`config.mk`:
```
export PLATFORM = sky130hd
export DESIGN_NAME = unified_mem_responder_flat
export DESIGN_NICKNAME = d
export VERILOG_FILES = /design/src/rtl/unified_mem_responder_if.sv /design/src/rtl/unified_mem_responder.sv /design/src/flat_wrapper.sv
export SDC_FILE = /design/constraint.sdc
export NUM_CORES = 2
export LEC_CHECK = 0
export BUFFER_PORTS_ARGS = -buffer_cell sky130_fd_sc_hd__buf_2
export CAP_MARGIN = 5
export CORE_MARGIN = 1
export CORE_UTILIZATION = 55
export CTS_CLUSTER_DIAMETER = 100
export CTS_CLUSTER_SIZE = 16
export DETAILED_ROUTE_END_ITERATION = 12
export PLACE_DENSITY = 0.71
export SETUP_SLACK_MARGIN = 0.05
export SLEW_MARGIN = 20
export SYNTH_ARGS = -nofsm -noshare
export SYNTH_HDL_FRONTEND = slang
export SYNTH_SLANG_ARGS = --single-unit
```
`constraint.sdc`:
```
create_clock -name clk -period 4.2 [get_ports clk]
set_clock_uncertainty 0.2 [all_clocks]
set_input_delay 1.26 -clock clk [delete_from_list [all_inputs] [get_ports clk]]
set_output_delay 1.26 -clock clk [all_outputs]
set_load 0.005 [all_outputs]
```
`src/rtl/unified_mem_responder_if.sv`:
```
// Fetch and load/store request/response bundle between the core and the
// unified memory responder.
interface unified_mem_responder_if;
   logic        if_req;
   logic [31:0] if_addr;
   logic        if_gnt;
   logic        if_rvalid;
   logic [31:0] if_rdata;
   logic        if_err;
   logic        d_req;
   logic        d_we;
   logic [31:0] d_addr;
   logic [31:0] d_wdata;
   logic [2:0]  d_func3;
   logic        d_gnt;
   logic        d_rvalid;
   logic [31:0] d_rdata;
   logic        d_err;

   modport master (
      output if_req, if_addr, d_req, d_we, d_addr, d_wdata, d_func3,
      input  if_gnt, if_rvalid, if_rdata, if_err, d_gnt, d_rvalid, d_rdata, d_err
   );

   modport slave (
      input  if_req, if_addr, d_req, d_we, d_addr, d_wdata, d_func3,
      output if_gnt, if_rvalid, if_rdata, if_err, d_gnt, d_rvalid, d_rdata, d_err
   );
endinterface

```
`src/rtl/unified_mem_responder.sv`:
```
// Single-port unified I/D memory responder: one access per cycle, data wins
// arbitration unless fetch has been starved STARVE cycles in a row.
// RV32 load/store sizing, halfword-aligned fetch with top-word wrap.
module unified_mem_responder #(
   parameter int DEPTH  = 64,
   parameter int STARVE = 3
) (
   input  logic                    clk,
   input  logic                    rst,
   unified_mem_responder_if.slave  bus
);
   localparam int AW = $clog2(DEPTH);
   localparam int CW = (STARVE < 1) ? 1 : $clog2(STARVE + 1);

   logic [31:0]   mem_q [DEPTH];
   logic [CW-1:0] starve_q, starve_d;
   logic          starve_hit;

   logic          d_rvalid_q, d_err_q, if_rvalid_q, if_err_q;
   logic [31:0]   d_rdata_q, if_rdata_q;

   // data-side decode
   logic [AW-1:0] d_idx;
   logic [1:0]    lane;
   logic          d_oor, d_legal, d_mis, d_bad, d_wr;
   logic [31:0]   d_rw, d_sh, d_ld, d_rsp, d_wd;
   logic [3:0]    d_be;

   // fetch-side decode
   logic [AW-1:0] f_idx, f_idx1;
   logic          f_bad;
   logic [31:0]   f_word, f_rsp;

   // grants are combinational and forced low while in reset
   assign starve_hit = (starve_q == CW'(STARVE));
   assign bus.d_gnt  = rst & bus.d_req & ~(bus.if_req & starve_hit);
   assign bus.if_gnt = rst & bus.if_req & (~bus.d_req | starve_hit);

   assign bus.d_rvalid  = d_rvalid_q;
   assign bus.d_rdata   = d_rdata_q;
   assign bus.d_err     = d_err_q;
   assign bus.if_rvalid = if_rvalid_q;
   assign bus.if_rdata  = if_rdata_q;
   assign bus.if_err    = if_err_q;

   // starvation counter: counts consecutive denied fetches, saturating
   always_comb begin
      starve_d = starve_q;
      if (!bus.if_req || bus.if_gnt) starve_d = '0;
      else if (!starve_hit)          starve_d = starve_q + CW'(1);
   end

   // load/store decode: legality, alignment, extension and byte lanes
   always_comb begin
      d_idx   = bus.d_addr[AW+1:2];
      lane    = bus.d_addr[1:0];
      d_oor   = |bus.d_addr[31:AW+2];
      d_rw    = mem_q[d_idx];
      case (bus.d_func3)
         3'b000, 3'b001, 3'b010: d_legal = 1'b1;
         3'b100, 3'b101:         d_legal = ~bus.d_we;
         default:                d_legal = 1'b0;
      endcase
      d_mis   = ((bus.d_func3[1:0] == 2'b01) & lane[0]) |
                ((bus.d_func3[1:0] == 2'b10) & (|lane));
      d_bad   = d_oor | ~d_legal | d_mis;
      d_sh    = d_rw >> {lane, 3'b000};
      case (bus.d_func3[1:0])
         2'b00:   d_ld = bus.d_func3[2] ? {24'h0, d_sh[7:0]}  : {{24{d_sh[7]}}, d_sh[7:0]};
         2'b01:   d_ld = bus.d_func3[2] ? {16'h0, d_sh[15:0]} : {{16{d_sh[15]}}, d_sh[15:0]};
         default: d_ld = d_rw;
      endcase
      d_rsp   = (d_bad | bus.d_we) ? 32'h0 : d_ld;
      case (bus.d_func3[1:0])
         2'b00: begin
            d_be = 4'b0001 << lane;
            d_wd = {4{bus.d_wdata[7:0]}};
         end
         2'b01: begin
            d_be = 4'b0011 << lane;
            d_wd = {2{bus.d_wdata[15:0]}};
         end
         default: begin
            d_be = 4'b1111;
            d_wd = bus.d_wdata;
         end
      endcase
      d_wr    = bus.d_gnt & bus.d_we & ~d_bad;
   end

   // fetch decode: odd addresses fault, a halfword offset straddles two words
   always_comb begin
      f_idx  = bus.if_addr[AW+1:2];
      f_idx1 = f_idx + AW'(1);
      f_bad  = (|bus.if_addr[31:AW+2]) | bus.if_addr[0];
      f_word = bus.if_addr[1] ? {mem_q[f_idx1][15:0], mem_q[f_idx][31:16]} : mem_q[f_idx];
      f_rsp  = f_bad ? 32'h0 : f_word;
   end

   // storage is not reset; stores land at the accepting edge
   always_ff @(posedge clk) begin
      if (d_wr) begin
         for (int b = 0; b < 4; b++)
            if (d_be[b]) mem_q[d_idx][b*8 +: 8] <= d_wd[b*8 +: 8];
      end
   end

   // response registers; rdata/err only change when a new access is accepted
   always_ff @(posedge clk or negedge rst) begin
      if (!rst) begin
         starve_q    <= '0;
         d_rvalid_q  <= 1'b0;
         d_rdata_q   <= 32'h0;
         d_err_q     <= 1'b0;
         if_rvalid_q <= 1'b0;
         if_rdata_q  <= 32'h0;
         if_err_q    <= 1'b0;
      end else begin
         starve_q    <= starve_d;
         d_rvalid_q  <= bus.d_gnt;
         if_rvalid_q <= bus.if_gnt;
         if (bus.d_gnt) begin
            d_rdata_q <= d_rsp;
            d_err_q   <= d_bad;
         end
         if (bus.if_gnt) begin
            if_rdata_q <= f_rsp;
            if_err_q   <= f_bad;
         end
      end
   end
endmodule
```
`src/flat_wrapper.sv`:
```
// flat-port wrapper written by rule: the top's interface ports become plain ports
module unified_mem_responder_flat 
#(
   parameter int DEPTH  = 64,
   parameter int STARVE = 3
)
  (clk, rst, bus_if_req, bus_if_addr, bus_d_req, bus_d_we, bus_d_addr, bus_d_wdata, bus_d_func3, bus_if_gnt, bus_if_rvalid, bus_if_rdata, bus_if_err, bus_d_gnt, bus_d_rvalid, bus_d_rdata, bus_d_err);
  unified_mem_responder_if bus_i ();
  input  logic clk;
  input  logic rst;
  input wire logic [$bits(bus_i.if_req)-1:0] bus_if_req;
  input wire logic [$bits(bus_i.if_addr)-1:0] bus_if_addr;
  input wire logic [$bits(bus_i.d_req)-1:0] bus_d_req;
  input wire logic [$bits(bus_i.d_we)-1:0] bus_d_we;
  input wire logic [$bits(bus_i.d_addr)-1:0] bus_d_addr;
  input wire logic [$bits(bus_i.d_wdata)-1:0] bus_d_wdata;
  input wire logic [$bits(bus_i.d_func3)-1:0] bus_d_func3;
  output wire logic [$bits(bus_i.if_gnt)-1:0] bus_if_gnt;
  output wire logic [$bits(bus_i.if_rvalid)-1:0] bus_if_rvalid;
  output wire logic [$bits(bus_i.if_rdata)-1:0] bus_if_rdata;
  output wire logic [$bits(bus_i.if_err)-1:0] bus_if_err;
  output wire logic [$bits(bus_i.d_gnt)-1:0] bus_d_gnt;
  output wire logic [$bits(bus_i.d_rvalid)-1:0] bus_d_rvalid;
  output wire logic [$bits(bus_i.d_rdata)-1:0] bus_d_rdata;
  output wire logic [$bits(bus_i.d_err)-1:0] bus_d_err;
  assign bus_i.if_req = bus_if_req;
  assign bus_i.if_addr = bus_if_addr;
  assign bus_i.d_req = bus_d_req;
  assign bus_i.d_we = bus_d_we;
  assign bus_i.d_addr = bus_d_addr;
  assign bus_i.d_wdata = bus_d_wdata;
  assign bus_i.d_func3 = bus_d_func3;
  assign bus_if_gnt = bus_i.if_gnt;
  assign bus_if_rvalid = bus_i.if_rvalid;
  assign bus_if_rdata = bus_i.if_rdata;
  assign bus_if_err = bus_i.if_err;
  assign bus_d_gnt = bus_i.d_gnt;
  assign bus_d_rvalid = bus_i.d_rvalid;
  assign bus_d_rdata = bus_i.d_rdata;
  assign bus_d_err = bus_i.d_err;
  unified_mem_responder #(.DEPTH(DEPTH), .STARVE(STARVE)) u_core (.clk(clk), .rst(rst), .bus(bus_i));
endmodule
```
# Word level (Yosys, flattened, before mapping)
# Memories as Yosys holds them, arrays and structs flattened.
# Index checks and enable logic that the tools add are counted.
dict set report op_classes {
  n_mux 23
  addsub 2
  shift 3
  n_reduce_logical 9
  bitwise 20
  eq_ne 8
}
# operator count
set op_table {}
lappend op_table {{$mux W32} 5}
lappend op_table {{$pmux W32 S2} 2}
lappend op_table {{$reduce_or A24 Y1} 2}
lappend op_table {{$shr A32 B5 Y16} 1}
lappend op_table {{$mux W1} 12}
lappend op_table {{$and A1 B1 Y1} 9}
lappend op_table {{$pmux W4 S2} 1}
lappend op_table {{$add A6 B1 Y6 const B} 1}
lappend op_table {{$eq A3 B3 Y1 const B} 2}
lappend op_table {{$or A1 B1 Y1} 6}
lappend op_table {{$not A1 Y1} 5}
lappend op_table {{$eq A2 B2 Y1 const B} 2}
lappend op_table {{$mux W2} 2}
lappend op_table {{$reduce_or A2 Y1} 2}
lappend op_table {{$shl A1 B2 Y4 const A} 1}
lappend op_table {{$shl A2 B2 Y4 const A} 1}
lappend op_table {{$eq A3 B1 Y1 const B} 1}
lappend op_table {{$eq A3 B2 Y1 const B} 1}
lappend op_table {{$logic_not A3 Y1} 1}
lappend op_table {{$reduce_or A3 Y1} 1}
lappend op_table {{$add A2 B1 Y2 const B} 1}
lappend op_table {{$eq A2 B1 Y1 const B} 1}
lappend op_table {{$logic_not A2 Y1} 1}
lappend op_table {{$ne A2 B2 Y1 const B} 1}
lappend op_table {{other kinds (3)} 3}
dict set report totals {
  ramBits 2048
  reg_bits 70
  memories 1
  wordCells 73
  inputBits 104
  out_inout_bits 70
}
# name words word_bits read_ports rd_ports_with_merged_regs write_ports line
set memory_table {}
lappend memory_table {u_core.mem_q 64 32 3 0 1 unified_mem_responder.sv:15} ;# logic [31:0] mem_q [DEPTH];

# Depth between registers and ports, before layout
dict set report logic_depth {
  depth_word 10
  mapped_depth 15
  mapped_depth_nobuf 9
}

# Worst setup path before layout
# OpenSTA, ideal clock, no wires.
dict set report synth_path {
  path_kind {input to register}
  startpoint {input bus_d_func3[1]}
  endpoint {memory u_core.mem_q[0][27] (data pin)}
  path_slack_ns -1.351
  n_path_buf 4
  required_ns 3.298
  path_stages 5
  setup_time_ns 0.702
  arrival_ns 4.649
  path_cell_list {clkbuf_1 -> clkbuf_1 -> buf_1 -> clkbuf_1 -> o21ai_0}
}
dict set report synth_between {
  elab_chain_len 2
  word_cells_on_any_way 3
  classes_between {1 x eq/ne; 1 x mux; 1 x reduce/logical}
}
# element line
set synth_lines {}
lappend synth_lines {{start: declaration} flat_wrapper.sv:17} ;# input wire logic [$bits(bus_i.d_func3)-1:0] bus_d_func3;
lappend synth_lines {{$eq A2 B1 Y1 / $logic_not A2 Y1 (equally long branches)} unified_mem_responder.sv:74} ;# case (bus.d_func3[1:0])
lappend synth_lines {{$pmux W32 S2 (*)} unified_mem_responder.sv:74}
lappend synth_lines {{net u_core.d_wd[27]} unified_mem_responder.sv:26} ;# logic [31:0] d_rw, d_sh, d_ld, d_rsp, d_wd;
lappend synth_lines {{end: declaration} unified_mem_responder.sv:15}
# Mark *: on every way through the listed nets, which the timed path passes. The rest lies on a longest branch.

# Worst setup path in the final report
dict set report layout_path {
  startpoint {input bus_d_addr[4]}
  endpoint {register u_core.d_rdata_q[3] (netlist: u_core.bus.d_rdata[3])}
}
dict set report layout_between {
  elab_chain_len 5
  word_cells_on_any_way 6
  classes_between {1 x shift; 4 x mux; 1 x memory}
}
# element line
set layout_lines {}
lappend layout_lines {{start: declaration} flat_wrapper.sv:15} ;# input wire logic [$bits(bus_i.d_addr)-1:0] bus_d_addr;
lappend layout_lines {{$mem_v2 Z64 W32 (*)} -}
lappend layout_lines {{$shr A32 B5 Y16} unified_mem_responder.sv:67} ;# d_sh = d_rw >> {lane, 3'b000};
lappend layout_lines {{$mux W32 (on tied branches)} {unified_mem_responder.sv:70, unified_mem_responder.sv:69}}
lappend layout_lines {{$pmux W32 S2 (*)} unified_mem_responder.sv:68} ;# case (bus.d_func3[1:0])
lappend layout_lines {{$mux W32 (*)} unified_mem_responder.sv:73} ;# d_rsp = (d_bad | bus.d_we) ? 32'h0 : d_ld;
lappend layout_lines {{end signal: assignment} unified_mem_responder.sv:123} ;# d_rdata_q <= d_rsp;
lappend layout_lines {{end: declaration} unified_mem_responder.sv:20} ;# logic [31:0] d_rdata_q, if_rdata_q;
# Mark *: on every way between the ends. The rest lies on a longest branch, timed or not.
# A chain may end at the register's enable or synchronous reset.

==> results.yml <==
cts:
  clockBufferDepth: 3
  cts_inserted_buffers: 150
  cts_root_buf: "clkbuf_16"
  clock_latency_ns: 0.89
  cts_tree: "built"
  cts.reportedPaths.clkPinSlew_ns: 0.09
  cts-htree-levels: 4
  cts.sinks: 2118
die:
  dieWidth_um: 443
  die_area_um2: 196000
  core_um2: 193000
  io_pins: 174
  rows: 161
  start_util_pct: 55.4
  die_y_um: 443
place:
  gp_congestion: 1.08
  port_buffers: 173
  numPlacedInstances: 9424
  place.detailed.hpwl_mm: 322
drt:
  dr.pass1.iters: 9
  post_drt_wl_per_cell_um: 46.7
  vias: 78600
  drc_errors: 0
  antenna_left: 0
  totalWireLength_mm: 452
  drt_iter0_drc: 17000
  viasPerCell: 8.12
sta:
  rsz0062_at_grt: "no"
  fmax_mhz: 232
  fin_ws_ns: -0.118
  slew_viol_final: 0
  fin_crit_sh_pct: 103
  hold_violations: 0
  period_needed_ns: 4.32
  tightest_slew_ns: 1.20
  setup_viol: 9
  finalSetupTns_ns: -0.473
  slew_headroom_pct: 20.3
worst_setup_path:
  worstPathRequired_ns: 4.78
  start_kind: "input pin"
  worstSetupStartpoint: "bus_d_addr[4]"
  end_kind: "flip-flop"
  r2r_setup_slack_ns: 0.64
  timing.rr.start: "u_core.mem_q[30][22]"
  worstRegToRegCells: 10
  path_max_fanout: 11
  critical_path_class: "in -> reg"
  worst_ep_arrival_time_ns: 4.90
  rr_endpoint: "u_core.bus.d_rdata[14]"
synth:
  ys_seq_area_share_pct: 59.2
  synth_top_area_share_pct: 57.6
  syn_inst: 6096
  syn_area_um2: 107000
  ys_types: 81
  syn-num-nets: 6202
  synth_edf_count: 2048
  postSynthAreaPerCell_um2: 17.5
  async_flop_share_pct: 3.31
  ys_ff_latch: 2118
  yosysWarnings: 0
  synth_top_cell_by_area: "edfxtp_1"
  synth_area_leaders: "edfxtp_1 (58%), mux4_2 (23%), mux2i_1 (2.4%), a22oi_1 (2.0%), mux2_2 (1.7%)"
  synth_ff_type: "edfxtp_1"
global_route:
  grt_max_degree: 65
  grt_pass1_vias: 74000
  antenna_found_initial: 45
  grt_usage_pct: 45.9
  grt_overflow_total: 0
  grt_pass1_wl_mm: 612
cells_and_area:
  drive_gt1_share_pct: 40.3
  final_cells: 9681
  nNetsFinal: 7168
  final_util_pct: 65.2
  synthToLayoutAreaGrowth_pct: 17.7
min_path:
  worstHoldPathType: "in -> async"
pwr:
  intPower_uw: 32600
  comb_power_share_pct: 15.2
  p_clk_share_pct: 31.8
  leakage_uw: 0.0419
  switchingPower_uw: 11400
  power_uw: 43900
  power_per_cell_area_nw_per_um2: 350
  switching_share_pct: 25.9
  vdd_drop_max_v: 0.000338
  power_frac_seq_pct: 53.0
status:
  status: "complete, but fails checks"
  violations: "negative setup slack"
flow_run:
  maxCapViolations: 0
## placed cells by master, fill, tap and decap left out, types with 11 or more instances in the layout
master     count
nand2_1      181
a211oi_1      35
o211ai_1      14
a221o_1       59
o2bb2ai_1     20
buf_12       297
mux2i_1      253
nor4_1        16
nor3_1        21
a21oi_1      122
o221ai_1      17
nor2_1       335
nand3b_1      11
dfrtp_1       70
nand2b_1      20
mux4_2      1089
a222oi_1      56
inv_1         45
buf_2        164
buf_4        906
nand4_1       27
and3_1        13
diode_2       43
nand3_1       54
edfxtp_1    2048
a22o_1        58
o22ai_1       69
a31oi_1       43
a221oi_1     119
clkbuf_1      37
mux2_2       155
o22a_1        14
nor2b_1       11
a22oi_1      286
clkbuf_16    153
o21ai_0       71
## routing by layer
metal / vias to the layer above / GRT usage (%) / share of wire, %
met5: - / 1.51 / 0.15
met3: 1923 / 19.8 / 18
met1: 39600 / 57.4 / 31
met4: 38 / 34.5 / 9.6
met2: 8835 / 63.1 / 41
li1: 28200 / - / -
## area by class of cell
class	count	area [µm²]
Fill cell	13000	67100
Clock buffer	190	3970
Sequential cell	2118	63300
Tap cell	2526	3160
Inverter	49	191
Multi-Input combinational cell	3364	41100
Clock inverter	12	124
Timing Repair Buffer	1379	13800
Antenna cell	43	108
## worst max-delay path, cell delays in order
cell	delay [ns]
buf_16	0.14
buf_16	0.15
buf_16	0.14
buf_4	0.16
buf_4	0.24
buf_4	0.24
mux4_2	0.20
nor2_1	0.03
o21ai_0	0.60
nand3_1	0.59
nand3_2	0.45
o31ai_1	0.19
buf_4	0.21
o31ai_1	0.24
## timing repair
item | CTS | global route
hold buffers | 0 | 0
resized for setup | 12 | 6
setup buffers | 5 | 8
gates cloned | 1 | 0
pin swaps | 3 | 3
endpoints found under the setup margin | 7 | 13
## flip-flops by register name, summed over array words and instances, names as in the netlist
name                  count
u_core.bus.if_rvalid      1
u_core.starve_q           2
u_core.bus.d_rvalid       1
u_core.bus.d_err          1
u_core.bus.if_rdata      32
u_core.mem_q           2048
u_core.bus.if_err         1
u_core.bus.d_rdata       32
## through the flow
step           worst slack [ns]  area [µm²]  hold WS, ns
2_1_floorplan            -0.252      107000        0.271
3_3_place_gp              -1.19      121000        0.269
3_5_place_dp              -1.27      121000        0.290
4_1_cts                 0.00444      125000        0.270
5_1_grt                  0.0500      126000        0.327
6_report                 -0.118      126000        0.273
## cells by family (layout without fill, tap and decap cells)
family / after synthesis / in the layout / synth area share [%]
adder cells (fa/ha/maj): 2 / 2 / 0.0234
XOR/XNOR: 4 / 4 / 0.0398
multiplexers: 1500 / 1500 / 27.0
AND/OR/NAND/NOR: 775 / 775 / 3.36
other: 0 / 43 / 0
AO/OA/AOI/OAI: 1083 / 1083 / 7.63
buffers and inverters: 614 / 1630 / 2.72
flip-flops: 2118 / 2118 / 59.2
## worst max path at each step
stage / end / slack [ns] / cells past startpoint
floorplan: u_core.mem_q[0][27] / -0.25 / 5
global placement: u_core.bus.d_rdata[6] / -1.19 / 13
detailed placement: u_core.bus.d_rdata[6] / -1.27 / 13
CTS: u_core.bus.d_rdata[6] / 0.004 / 13
global route: u_core.bus.d_rdata[14] / 0.05 / 14
finish: u_core.bus.d_rdata[3] / -0.12 / 14
## synth_stat cells (18+ instances only)
master     instances
nand3_1           56
nor4_1            19
nand4_1           27
a31oi_1           43
buf_4             57
clkbuf_1         226
o221ai_1          18
o21ai_0           79
nand2_1          183
a21oi_1          122
a221o_1           59
mux2i_1          253
buf_1             66
buf_2            197
nor2b_1           18
mux2_2           158
a211oi_1          35
o22ai_1           69
buf_6             19
edfxtp_1        2048
nor2_1           340
mux4_2          1089
a222oi_1          56
nor3_1            24
a221oi_1         120
a22o_1            58
nand2b_1          21
o2bb2ai_1         20
dfrtp_1           70
inv_1             46
a22oi_1          286
## power groups by stage
stage	logic [µW]	registers (µW)	clock network (µW)
global route	6640	23300	14500
global placement	6240	23800	0
CTS	6330	23300	13900
floorplan	3180	23800	0
finish	6690	23300	14000
detailed placement	6290	23800	0
No activity file was read; power rests on OpenSTA's default activity.
